--- src/rtl/dsp_p_round_sat_fifo.sv ---
// Output stage for the DSP48A1 slice: delays issue strobes to match P, rounds/saturates P
// to OUT_W bits and queues results in a first-word-fall-through FIFO with valid/ready.
module dsp_p_round_sat_fifo #(
    parameter int LATENCY = 3,
    parameter int SHIFT   = 17,
    parameter int OUT_W   = 18,
    parameter int DEPTH   = 4
) (
    input  logic                     clk,
    input  logic                     RST,
    input  logic                     in_valid,
    input  logic [47:0]              P,
    input  logic                     CARRYOUT,
    output logic [OUT_W-1:0]         out_data,
    output logic                     out_sat,
    output logic                     out_cy,
    output logic                     out_valid,
    input  logic                     out_ready,
    output logic [$clog2(DEPTH):0]   count,
    output logic                     overflow
);

    localparam int AW = $clog2(DEPTH);
    localparam int CW = AW + 1;
    localparam int RND_SH = (SHIFT > 0) ? SHIFT - 1 : 0;
    localparam logic signed [48:0] RND   = (SHIFT > 0) ? (49'sd1 <<< RND_SH) : 49'sd0;
    localparam logic signed [48:0] MAX_V = (49'sd1 <<< (OUT_W - 1)) - 49'sd1;
    localparam logic signed [48:0] MIN_V = -(49'sd1 <<< (OUT_W - 1));

    logic [LATENCY-1:0] vpipe;
    logic               tap;

    logic signed [48:0] p_ext;
    logic signed [48:0] r;
    logic [OUT_W-1:0]   res_data;
    logic               res_sat;

    logic [OUT_W-1:0] mem_data [DEPTH];
    logic             mem_sat  [DEPTH];
    logic             mem_cy   [DEPTH];
    logic [AW-1:0]    wr_ptr;
    logic [AW-1:0]    rd_ptr;
    logic [CW-1:0]    cnt;
    logic             full;
    logic             pop;
    logic             push;
    logic             drop;

    // Truncating cast keeps the low LATENCY bits, so LATENCY=1 needs no special case.
    always_ff @(posedge clk) begin
        if (RST) begin
            vpipe <= '0;
        end else begin
            vpipe <= LATENCY'({vpipe, in_valid});
        end
    end

    assign tap = vpipe[LATENCY-1];

    always_comb begin
        p_ext    = {P[47], P};
        r        = (p_ext + RND) >>> SHIFT;
        res_data = r[OUT_W-1:0];
        res_sat  = 1'b0;
        if (r > MAX_V) begin
            res_data = MAX_V[OUT_W-1:0];
            res_sat  = 1'b1;
        end else if (r < MIN_V) begin
            res_data = MIN_V[OUT_W-1:0];
            res_sat  = 1'b1;
        end
    end

    always_comb begin
        out_valid = (cnt != '0);
        full      = (cnt == CW'(DEPTH));
        pop       = out_valid & out_ready;
        push      = tap & (~full | pop);
        drop      = tap & full & ~pop;
    end

    always_ff @(posedge clk) begin
        if (push) begin
            mem_data[wr_ptr] <= res_data;
            mem_sat[wr_ptr]  <= res_sat;
            mem_cy[wr_ptr]   <= CARRYOUT;
        end
    end

    always_ff @(posedge clk) begin
        if (RST) begin
            wr_ptr   <= '0;
            rd_ptr   <= '0;
            cnt      <= '0;
            overflow <= 1'b0;
        end else begin
            if (push) wr_ptr <= wr_ptr + AW'(1);
            if (pop)  rd_ptr <= rd_ptr + AW'(1);
            case ({push, pop})
                2'b10:   cnt <= cnt + CW'(1);
                2'b01:   cnt <= cnt - CW'(1);
                default: cnt <= cnt;
            endcase
            if (drop) overflow <= 1'b1;
        end
    end

    // Storage is not reset; gating the head keeps the outputs zero whenever the FIFO is empty.
    always_comb begin
        out_data = '0;
        out_sat  = 1'b0;
        out_cy   = 1'b0;
        if (out_valid) begin
            out_data = mem_data[rd_ptr];
            out_sat  = mem_sat[rd_ptr];
            out_cy   = mem_cy[rd_ptr];
        end
    end

    assign count = cnt;

endmodule
--- config.mk ---
export PLATFORM = sky130hd
export DESIGN_NAME = dsp_p_round_sat_fifo
export DESIGN_NICKNAME = d
export VERILOG_FILES = /design/src/rtl/dsp_p_round_sat_fifo.sv
export SDC_FILE = /design/constraint.sdc
export NUM_CORES = 1
export LEC_CHECK = 0
export BUFFER_PORTS_ARGS = -buffer_cell sky130_fd_sc_hd__buf_2
export CAP_MARGIN = 20
export CORE_MARGIN = 4
export CORE_UTILIZATION = 38
export CTS_BUF_LIST = sky130_fd_sc_hd__clkbuf_2
export DETAILED_ROUTE_END_ITERATION = 8
export GPL_TIMING_DRIVEN = 1
export SYNTH_ARGS = -nofsm -noshare
export SYNTH_HDL_FRONTEND = slang
export SYNTH_SLANG_ARGS = --single-unit
--- constraint.sdc ---
create_clock -name clk -period 2.5 [get_ports clk]
set_input_delay 0.25 -clock clk [delete_from_list [all_inputs] [get_ports clk]]
set_output_delay 0.25 -clock clk [all_outputs]
set_load 0.02 [all_outputs]
# ---- After elaboration in Yosys (flattened, before gate mapping)
# Memories as Yosys holds them, arrays and structs flattened. A register that Yosys moved wholly into a read port is not among the register bits.
# Index checks and enable logic that the tools add are counted.
dict set report word_totals {
  word_cells 43
  n_memories 3
  register_bits 11
  ramBits 80
  output_inout_bits 25
  input_bits 53
}
dict set report op_classes {
  addsub 5
  eq_ne 3
  bitwise_logic 7
  reduce_logical 2
  order_cmp 2
  mux 16
}
# memory words width rd rd_ports_with_merged_regs wr line_no
set mem_list {}
lappend mem_list {mem_data 4 18 1 1 1 38} ;# logic [OUT_W-1:0] mem_data [DEPTH];
lappend mem_list {mem_cy 4 1 1 1 1 40} ;# logic mem_cy [DEPTH];
lappend mem_list {mem_sat 4 1 1 1 1 39} ;# logic mem_sat [DEPTH];
# operator count
set op_table {}
lappend op_table {{18-bit 2-to-1 mux} 3}
lappend op_table {{48-bit by 18-bit adder with 49-bit output (second input constant)} 1}
lappend op_table {{32-bit by 18-bit greater-than comparator with 1-bit output (second input constant)} 1}
lappend op_table {{32-bit by 18-bit less-than comparator with 1-bit output (second input constant)} 1}
lappend op_table {{2-bit 2-to-1 mux} 6}
lappend op_table {{1-bit 2-to-1 mux} 6}
lappend op_table {{3-bit one-hot mux with 2 select lines} 1}
lappend op_table {{2-bit by 1-bit adder with 2-bit output (second input constant)} 2}
lappend op_table {{1-bit AND} 4}
lappend op_table {{3-bit by 1-bit adder with 3-bit output (second input constant)} 1}
lappend op_table {{3-bit equality test (second input constant)} 1}
lappend op_table {{3-bit nonzero test} 1}
lappend op_table {{3-bit by 1-bit subtractor with 3-bit output (second input constant)} 1}
lappend op_table {{2-bit by 1-bit equality test with 1-bit output (second input constant)} 1}
lappend op_table {{2-bit equality test (second input constant)} 1}
lappend op_table {{1-bit NOT} 2}
lappend op_table {{2-bit nonzero test} 1}
lappend op_table {{1-bit OR} 1}

# ---- Depth between registers and ports, before layout
# Gate-level depths: netlist of the first run.
dict set report depth {
  ltp_word 6
  mapped_depth 11
  ltp_nobuf 9
}

# ---- Worst setup path before layout of the first run
# Ideal clock, no wire load.
dict set report synth_path {
  path_type {register -> register}
  startpoint {register cnt[2], in the netlist count[2]}
  endpoint {register cnt[2], in the netlist count[2]}
  arrival_ns 2.209
  required_ns 2.429
  path_slack_ns 0.220
  setup_ns 0.071
  n_path_buf 1
  synth_period_minus_slack_ns 2.280
  path_stages_with_launch 11
  cell_sequence {dfxtp_1 > nor4b_1 > nor2b_1 > clkbuf_1 > inv_1 > ha_1 > inv_1 > fa_1 > xor2_1 > or3_1 > a21oi_1}
}
dict set report synth_via {
  elab_chain_len 6
}
# item line_no
set synth_rtl {}
lappend synth_rtl {{from (decl)} 43} ;# logic [CW-1:0] cnt;
lappend synth_rtl {{from (signal assigned)} 100} ;# 2'b10: cnt <= cnt + CW'(1);
lappend synth_rtl {{from (signal assigned)} 101} ;# 2'b01: cnt <= cnt - CW'(1);
lappend synth_rtl {{from (signal assigned)} 102} ;# default: cnt <= cnt;
lappend synth_rtl {{3-bit nonzero test / 3-bit equality test (equally long branches)} {75, 76}}
lappend synth_rtl {{1-bit AND / 1-bit NOT (equally long branches)} {77, 78}}
lappend synth_rtl {{1-bit OR} 78} ;# push = tap & (~full | pop);
lappend synth_rtl {{1-bit AND} 78}
lappend synth_rtl {{2-bit by 1-bit equality test with 1-bit output / 2-bit equality test (equally long branches)} 99} ;# case ({push, pop})
lappend synth_rtl {{3-bit one-hot mux with 2 select lines / 2-bit nonzero test (equally long branches)} -}
# Parallel ways exist; a longest one is shown, timed or not.
# A chain may end at the register's enable or synchronous reset.

==> impl_metrics.yaml, run 1 <==
worst_setup_path:
  criticalPathCategory: "flip-flop to output port"
  worst-path-max-fanout: 20
  crit_path_start_kind: "flip-flop"
  critical_path_s_largest_stage_delay_ns: 0.57
  timing.critical_path.slowest_stage_cell: "sky130_fd_sc_hd__mux4_2"
  timing.critical_path.arrival_ns: 2.08
  required_time_reported_for_the_critical_path_endpoint_ns: 2.25
  crit_chain: "buf_6 > mux4_2 > and2_1 > buf_2"
  crit-reg2reg-launch: "count[0]"
  critical_path.endpoint_type: "output port"
detailed_routing:
  avgRoutedWirePerCell_um: 15.7
  antenna_violating_nets_post_route: 0
  viasPerCell: 5.14
  drt-pass1-iter-count: 4
  num_vias: 2975
  finalWirelength_mm: 9.07
  count_of_routing_violations_after_the_opening_detailed_route_iteration: 195
  drc_errors: 0
yosys:
  syn_inst: 327
  yosysSeqAreaShare: 0.584
  synth-main-ff-cell: "sky130_fd_sc_hd__edfxtp_1"
  synthesis.area_per_instance_um2: 13.9
  synth_area_leaders: "sky130_fd_sc_hd__edfxtp_1 53%, sky130_fd_sc_hd__mux4_2 9.9%, sky130_fd_sc_hd__dfxtp_1 5.7%"
  netlist-cell-type-count: 49
  synth_area_um2: 4560
  synth_area_leader_cell: "sky130_fd_sc_hd__edfxtp_1"
  number_of_flops_mapped_to_enable_cells_by_yosys: 80
  synth.top_cell.area_share: 0.527
  ys_ff_latch: 93
  ys_top_cells_by_count: "80 x sky130_fd_sc_hd__edfxtp_1, 30 x sky130_fd_sc_hd__and2_1, 20 x sky130_fd_sc_hd__mux4_2"
  synth.most_common_cell: "sky130_fd_sc_hd__edfxtp_1"
  synth-warning-count: 0
  synth-async-reset-ratio: 0
  syn-num-nets: 387
global_routing:
  gr-max-usage-layer: "met2"
  overflow: 0
  global_route_wire_length_before_repair_mm: 15.0
  grt_util_met2: 0.216
  antenna_violations_before_repair: 1
  grt_start_max_net_pins: 22
  gr_met1_demand_resource: 0.185
  grt_pass1_vias: 2951
  gr-usage-met3: 0.0207
  gr-usage-all-layers: 0.135
sta:
  hold_violations: 0
  timing.fmax_mhz: 429
  tightest_slew_ns: 1.07
  period_needed_ns: 2.33
  unrepaired_setup_endpoints_after_global_routing: "false"
  fin_worst_skew_ns: 0.0285
  report.final.setup_viol: 0
  final_min_period_over_clock_period: 0.933
  max_slew_violations: 0
  relative_max_transition_margin: 0.287
die:
  row_count: 39
  full_die_area_um2: 13800
  die_height_um: 118
  die_width_um: 118
  floorplan.io_pins: 78
  fp.coreArea_um2: 11600
  initial_core_utilization: 0.394
flow_run:
  max_cap_viol_count: 0
clock_tree:
  tritoncts.num_buffers: 9
  numClockSinks: 93
  tritoncts: "done"
  clk_latency_ns: 0.55
  cts_setup_buffers: 0
  htree_levels: 3
  cts_buffer_depth: 2
  clock_tree.root_cell: "sky130_fd_sc_hd__clkbuf_2"
  clkTransAtPathRegs_ns: 0.24
layout:
  nets: 490
  post-route-util: 0.471
  multiInputGateArea_um2: 1770
  fill_cells: 1044
  area_growth_syn_to_fin_pct: 19.4
  drive_gt1_frac: 0.356
  sequential_cell_area_um2: 2660
placement:
  dp_hpwl_mm: 6.42
  gp_routability_congestion: 0.894
  io_buffer_count: 61
outcome:
  outcome: "finished clean"
worst_hold_path:
  timing.hold.worst.class: "input pin to flip-flop"
  min_from: "P[26]"
power:
  power.density_cell_area_nw_per_um2: 530
  max-vdd-ir-drop_uv: 171
  p_leak_nw: 1.99
  report.power.total_w: 0.00289
-- sequential cells by signal (all words and copies together) (netlist names), named ones only --
register and cells:
mem_sat 4, mem_cy 4, vpipe 3, count 3
mem_data 72, overflow 1, wr_ptr 2, rd_ptr 2
-- area by class of cell --
class / count / area share
Clock inverter: 6 / 0.0103
Clock buffer: 10 / 0.00919
Timing Repair Buffer: 106 / 0.126
Sequential cell: 93 / 0.489
Antenna cell: 1 / 0.000460
Inverter: 11 / 0.00758
Tap cell: 143 / 0.0329
Multi-Input combinational cell: 209 / 0.324
-- cell families (layout without fill, tap and decap cells) --
kind of cell | after synthesis | count (layout) | share of synthesized area
mux | 21 | 21 | 0.101
other cells | 0 | 1 | 0
xor+xnor | 27 | 27 | 0.0519
simple gates | 116 | 116 | 0.149
buf+inv | 25 | 133 | 0.0285
flops | 93 | 93 | 0.584
fa+ha+maj | 7 | 7 | 0.0209
compound gates | 38 | 38 | 0.0648
-- critical path: cells and delay by family, from the launching register on --
kind	cells	cell delay [ns]
mux	1	0.57
buf+inv	2	0.42
flops	1	0.37
simple gates	1	0.17
-- through the flow --
stage          std cells  hold slack (ns)  setup TNS, ns  worst slack [ns]  cell area [µm²]
2_1_floorplan        327            0.322              0             0.220             4560
3_3_place_gp         555            0.423         -0.799           -0.0589             5240
3_5_place_dp         555            0.428          -1.59           -0.0603             5240
4_1_cts              576            0.146              0            0.0142             5400
5_1_grt              579            0.157              0            0.0125             5450
6_report             579            0.180              0             0.168             5450
-- layer usage --
| layer | up-vias | part of all wire |
|---|---|---|
| met3 | 12 | 0.042 |
| met5 | - | 0 |
| met2 | 81 | 0.48 |
| met1 | 1428 | 0.46 |
| li1 | 1454 | - |
| met4 | 0 | 0.020 |
-- layout by cell type (no fill, tap or decap), types with 2 or more instances in the layout --
cell type	count
sky130_fd_sc_hd__nand3_1	12
sky130_fd_sc_hd__edfxtp_1	80
sky130_fd_sc_hd__o21ai_0	8
sky130_fd_sc_hd__dlygate4sd3_1	5
sky130_fd_sc_hd__buf_4	37
sky130_fd_sc_hd__nand2_1	11
sky130_fd_sc_hd__xor2_1	16
sky130_fd_sc_hd__and2_1	30
sky130_fd_sc_hd__nand4_1	11
sky130_fd_sc_hd__ha_1	6
sky130_fd_sc_hd__nor2b_1	4
sky130_fd_sc_hd__inv_8	2
sky130_fd_sc_hd__mux4_2	20
sky130_fd_sc_hd__inv_1	11
sky130_fd_sc_hd__clkbuf_2	10
sky130_fd_sc_hd__buf_2	61
sky130_fd_sc_hd__xnor2_1	11
sky130_fd_sc_hd__dfxtp_1	13
sky130_fd_sc_hd__or3_1	2
sky130_fd_sc_hd__o21ai_2	10
sky130_fd_sc_hd__and4_1	8
sky130_fd_sc_hd__and3_1	13
sky130_fd_sc_hd__clkinv_4	2
sky130_fd_sc_hd__nor2_1	17
sky130_fd_sc_hd__a21oi_1	3
sky130_fd_sc_hd__o2111ai_1	2
sky130_fd_sc_hd__a311o_1	2
-- where the power goes --
| part | internal (W) | switching [W] | total [W] |
|---|---|---|---|
| combinational | 0.000216 | 0.000272 | 0.000488 |
| clock | 0.000157 | 0.000523 | 0.000680 |
| sequential | 0.00171 | 0.00000947 | 0.00172 |
| total | 0.00208 | 0.000805 | 0.00289 |
-- path summary, 6_finish.rpt --
| kind | cells after the start | to | slack, ns |
|---|---|---|---|
| max | 4 | out_data[9] | 0.17 |
| min | 3 | mem_data[1][9] | 0.18 |
| max reg2reg | 9 | count[2] | 0.20 |
| min reg2reg | 1 | vpipe[1] | 0.48 |
-- what timing repair did --
| action | 4_1_cts | 5_1_grt |
|---|---|---|
| endpoints found under the setup margin | 0 | 15 |
| hold endpoints to repair | 17 | 0 |
| resized for setup | 0 | 1 |
| hold buffers | 5 | 0 |
Note: power is estimated with default switching activity, not from simulation.
==> run 2: changes to the inputs <==
--- a/config.mk
+++ b/config.mk
@@ -12,6 +12,8 @@
 export CTS_BUF_LIST = sky130_fd_sc_hd__clkbuf_2
 export DETAILED_ROUTE_END_ITERATION = 8
 export GPL_TIMING_DRIVEN = 1
+export RECOVER_POWER = 50
+export SETUP_SLACK_MARGIN = 0.4
 export SYNTH_ARGS = -nofsm -noshare
 export SYNTH_HDL_FRONTEND = slang
 export SYNTH_SLANG_ARGS = --single-unit
==> run 2 against run 1 <==
Sequential power about the same. Clock-buffer cell count unchanged. Cell area grew 6.5%. Clock skew is 0.0070 ns higher. Cell count is 0.35% lower. Power rose by 9.8%. Register-to-register slack gained 0.16 ns. Hold slack about the same. Largest power group unchanged. Highest routed layer unchanged.
==> impl_metrics.yaml, run 2 (same netlist as run 1, synthesis figures left out) <==
clock_tree:
  clk_latency_ns: 0.54
  numClockSinks: 93
  cts_buffer_depth: 2
  clock_tree.root_cell: "sky130_fd_sc_hd__clkbuf_2"
  tritoncts: "done"
  tritoncts.num_buffers: 9
  htree_levels: 3
  clkTransAtPathRegs_ns: 0.25
global_routing:
  antenna_violations_before_repair: 1
  grt_pass1_vias: 2970
  gr-usage-all-layers: 0.138
  overflow: 0
  grt_start_max_net_pins: 22
  global_route_wire_length_before_repair_mm: 15.2
flow_run:
  max_cap_viol_count: 0
sta:
  hold_violations: 0
  period_needed_ns: 2.16
  timing.fmax_mhz: 464
  report.final.setup_viol: 0
  final_min_period_over_clock_period: 0.863
  tns_ns: 0
  relative_max_transition_margin: 0.560
  final.hold.worst_slack_ns: 0.180
  tightest_slew_ns: 0.660
  finalWorstSetupSlack_ns: 0.343
  unrepaired_setup_endpoints_after_global_routing: "true"
  max_slew_violations: 0
  fin_worst_skew_ns: 0.0355
detailed_routing:
  avgRoutedWirePerCell_um: 16.3
  met3_wirelength_um: 440
  met2RoutedLength_mm: 4.58
  antenna_violating_nets_post_route: 0
  finalWirelength_mm: 9.43
  count_of_routing_violations_after_the_opening_detailed_route_iteration: 164
  drc_errors: 0
  drt-pass1-iter-count: 4
  top_layer_used: "met4"
  viasPerCell: 5.15
  m1_wl_mm: 4.29
  num_vias: 2972
layout:
  sequential_cell_area_um2: 2670
  area_growth_syn_to_fin_pct: 27.2
  multiInputGateArea_um2: 1970
  drive_gt1_frac: 0.406
  layout.cells.most_common_list: "80 x sky130_fd_sc_hd__edfxtp_1, 36 x sky130_fd_sc_hd__buf_2, 28 x sky130_fd_sc_hd__buf_4, 22 x sky130_fd_sc_hd__buf_6"
  reg_with_most_ffs: "mem_data"
  final_cell_area_um2: 5800
  fill_cells: 1020
  nets: 488
  largest_registers: "mem_data (72), mem_cy (4), mem_sat (4)"
  final_common_cell: "sky130_fd_sc_hd__edfxtp_1"
  post-route-util: 0.501
  max_reg_flops: 72
die:
  row_count: 39
  floorplan.io_pins: 78
  die_width_um: 118
  fp.coreArea_um2: 11600
  initial_core_utilization: 0.394
  full_die_area_um2: 13800
  die_height_um: 118
power:
  max-vdd-ir-drop_uv: 184
  power.density_cell_area_nw_per_um2: 546
  p_leak_nw: 2.04
placement:
  place_worst_setup_slack_ns: -0.0586
  gp_routability_congestion: 0.924
  standard_cell_area_after_detailed_placement_um2: 5350
  dp_hpwl_mm: 6.71
  io_buffer_count: 61
worst_setup_path:
  timing.critical_path.slowest_stage_cell: "sky130_fd_sc_hd__mux4_2"
  timing.critical_path.arrival_ns: 1.91
  critical_path_s_largest_stage_delay_ns: 0.52
  crit_path_start_kind: "flip-flop"
  worst-path-max-fanout: 7
  criticalPathCategory: "flip-flop to output port"
  critical_path.endpoint_type: "output port"
  rrSetupSlack_ns: 0.36
  crit_chain: "buf_12 > mux4_2 > and2_4 > buf_6"
  required_time_reported_for_the_critical_path_endpoint_ns: 2.25
worst_hold_path:
  timing.hold.worst.class: "input pin to flip-flop"
outcome:
  outcome: "finished clean"
## run 2: repair_timing
item / in CTS / in global routing
hold buffers: 4 / 0
endpoints found under the hold margin: 17 / 0
setup endpoints to repair: 21 / 28
setup buffers: 4 / 0
resized for setup: 76 / 6
cloned: 1 / 0
pin swaps: 9 / 2
## run 2: area by class of cell
cell class / count / area share
antenna: 1 / 0.000431
inverter: 11 / 0.00712
tap: 143 / 0.0309
clock buffer: 10 / 0.00863
clock inverter: 6 / 0.0151
sequential: 93 / 0.460
multi-input combinational: 209 / 0.340
timing repair buffer: 104 / 0.139
## run 2: where the power goes
part	total, W	internal [W]	switching (W)	leakage [nW]
combinational	0.000631	0.000327	0.000304	1.14
clock	0.000812	0.000332	0.000480	0.0758
sequential	0.00172	0.00171	0.0000161	0.821
total	0.00317	0.00237	0.000800	2.04
## run 2: path summary, 6_finish.rpt
check,start,to,cells after the start
min reg2reg,vpipe[0],vpipe[1],1
min,out_ready,overflow,5
max reg2reg,count[0],count[2],8
max,flip-flop,out_data[9],4
## run 2: critical path, delay by kind of cell (launching register included)
family                 cells  cell delay [ns]
buffers and inverters      2             0.27
flip-flops                 1             0.45
multiplexers               1             0.52
AND/OR/NAND/NOR            1             0.16
## run 2: layer usage
layer,track usage,up-vias
li1,-,1450
met1,0.181,1442
met2,0.229,73
met3,0.0332,7
met4,0.0396,0
met5,0,-
## run 2: through the flow
stage / std cells / power [W]
global placement: 551 / 0.00225
floorplan: 327 / 0.00207
global route: 577 / 0.00332
detailed placement: 551 / 0.00226
finish: 577 / 0.00317
CTS: 576 / 0.00320
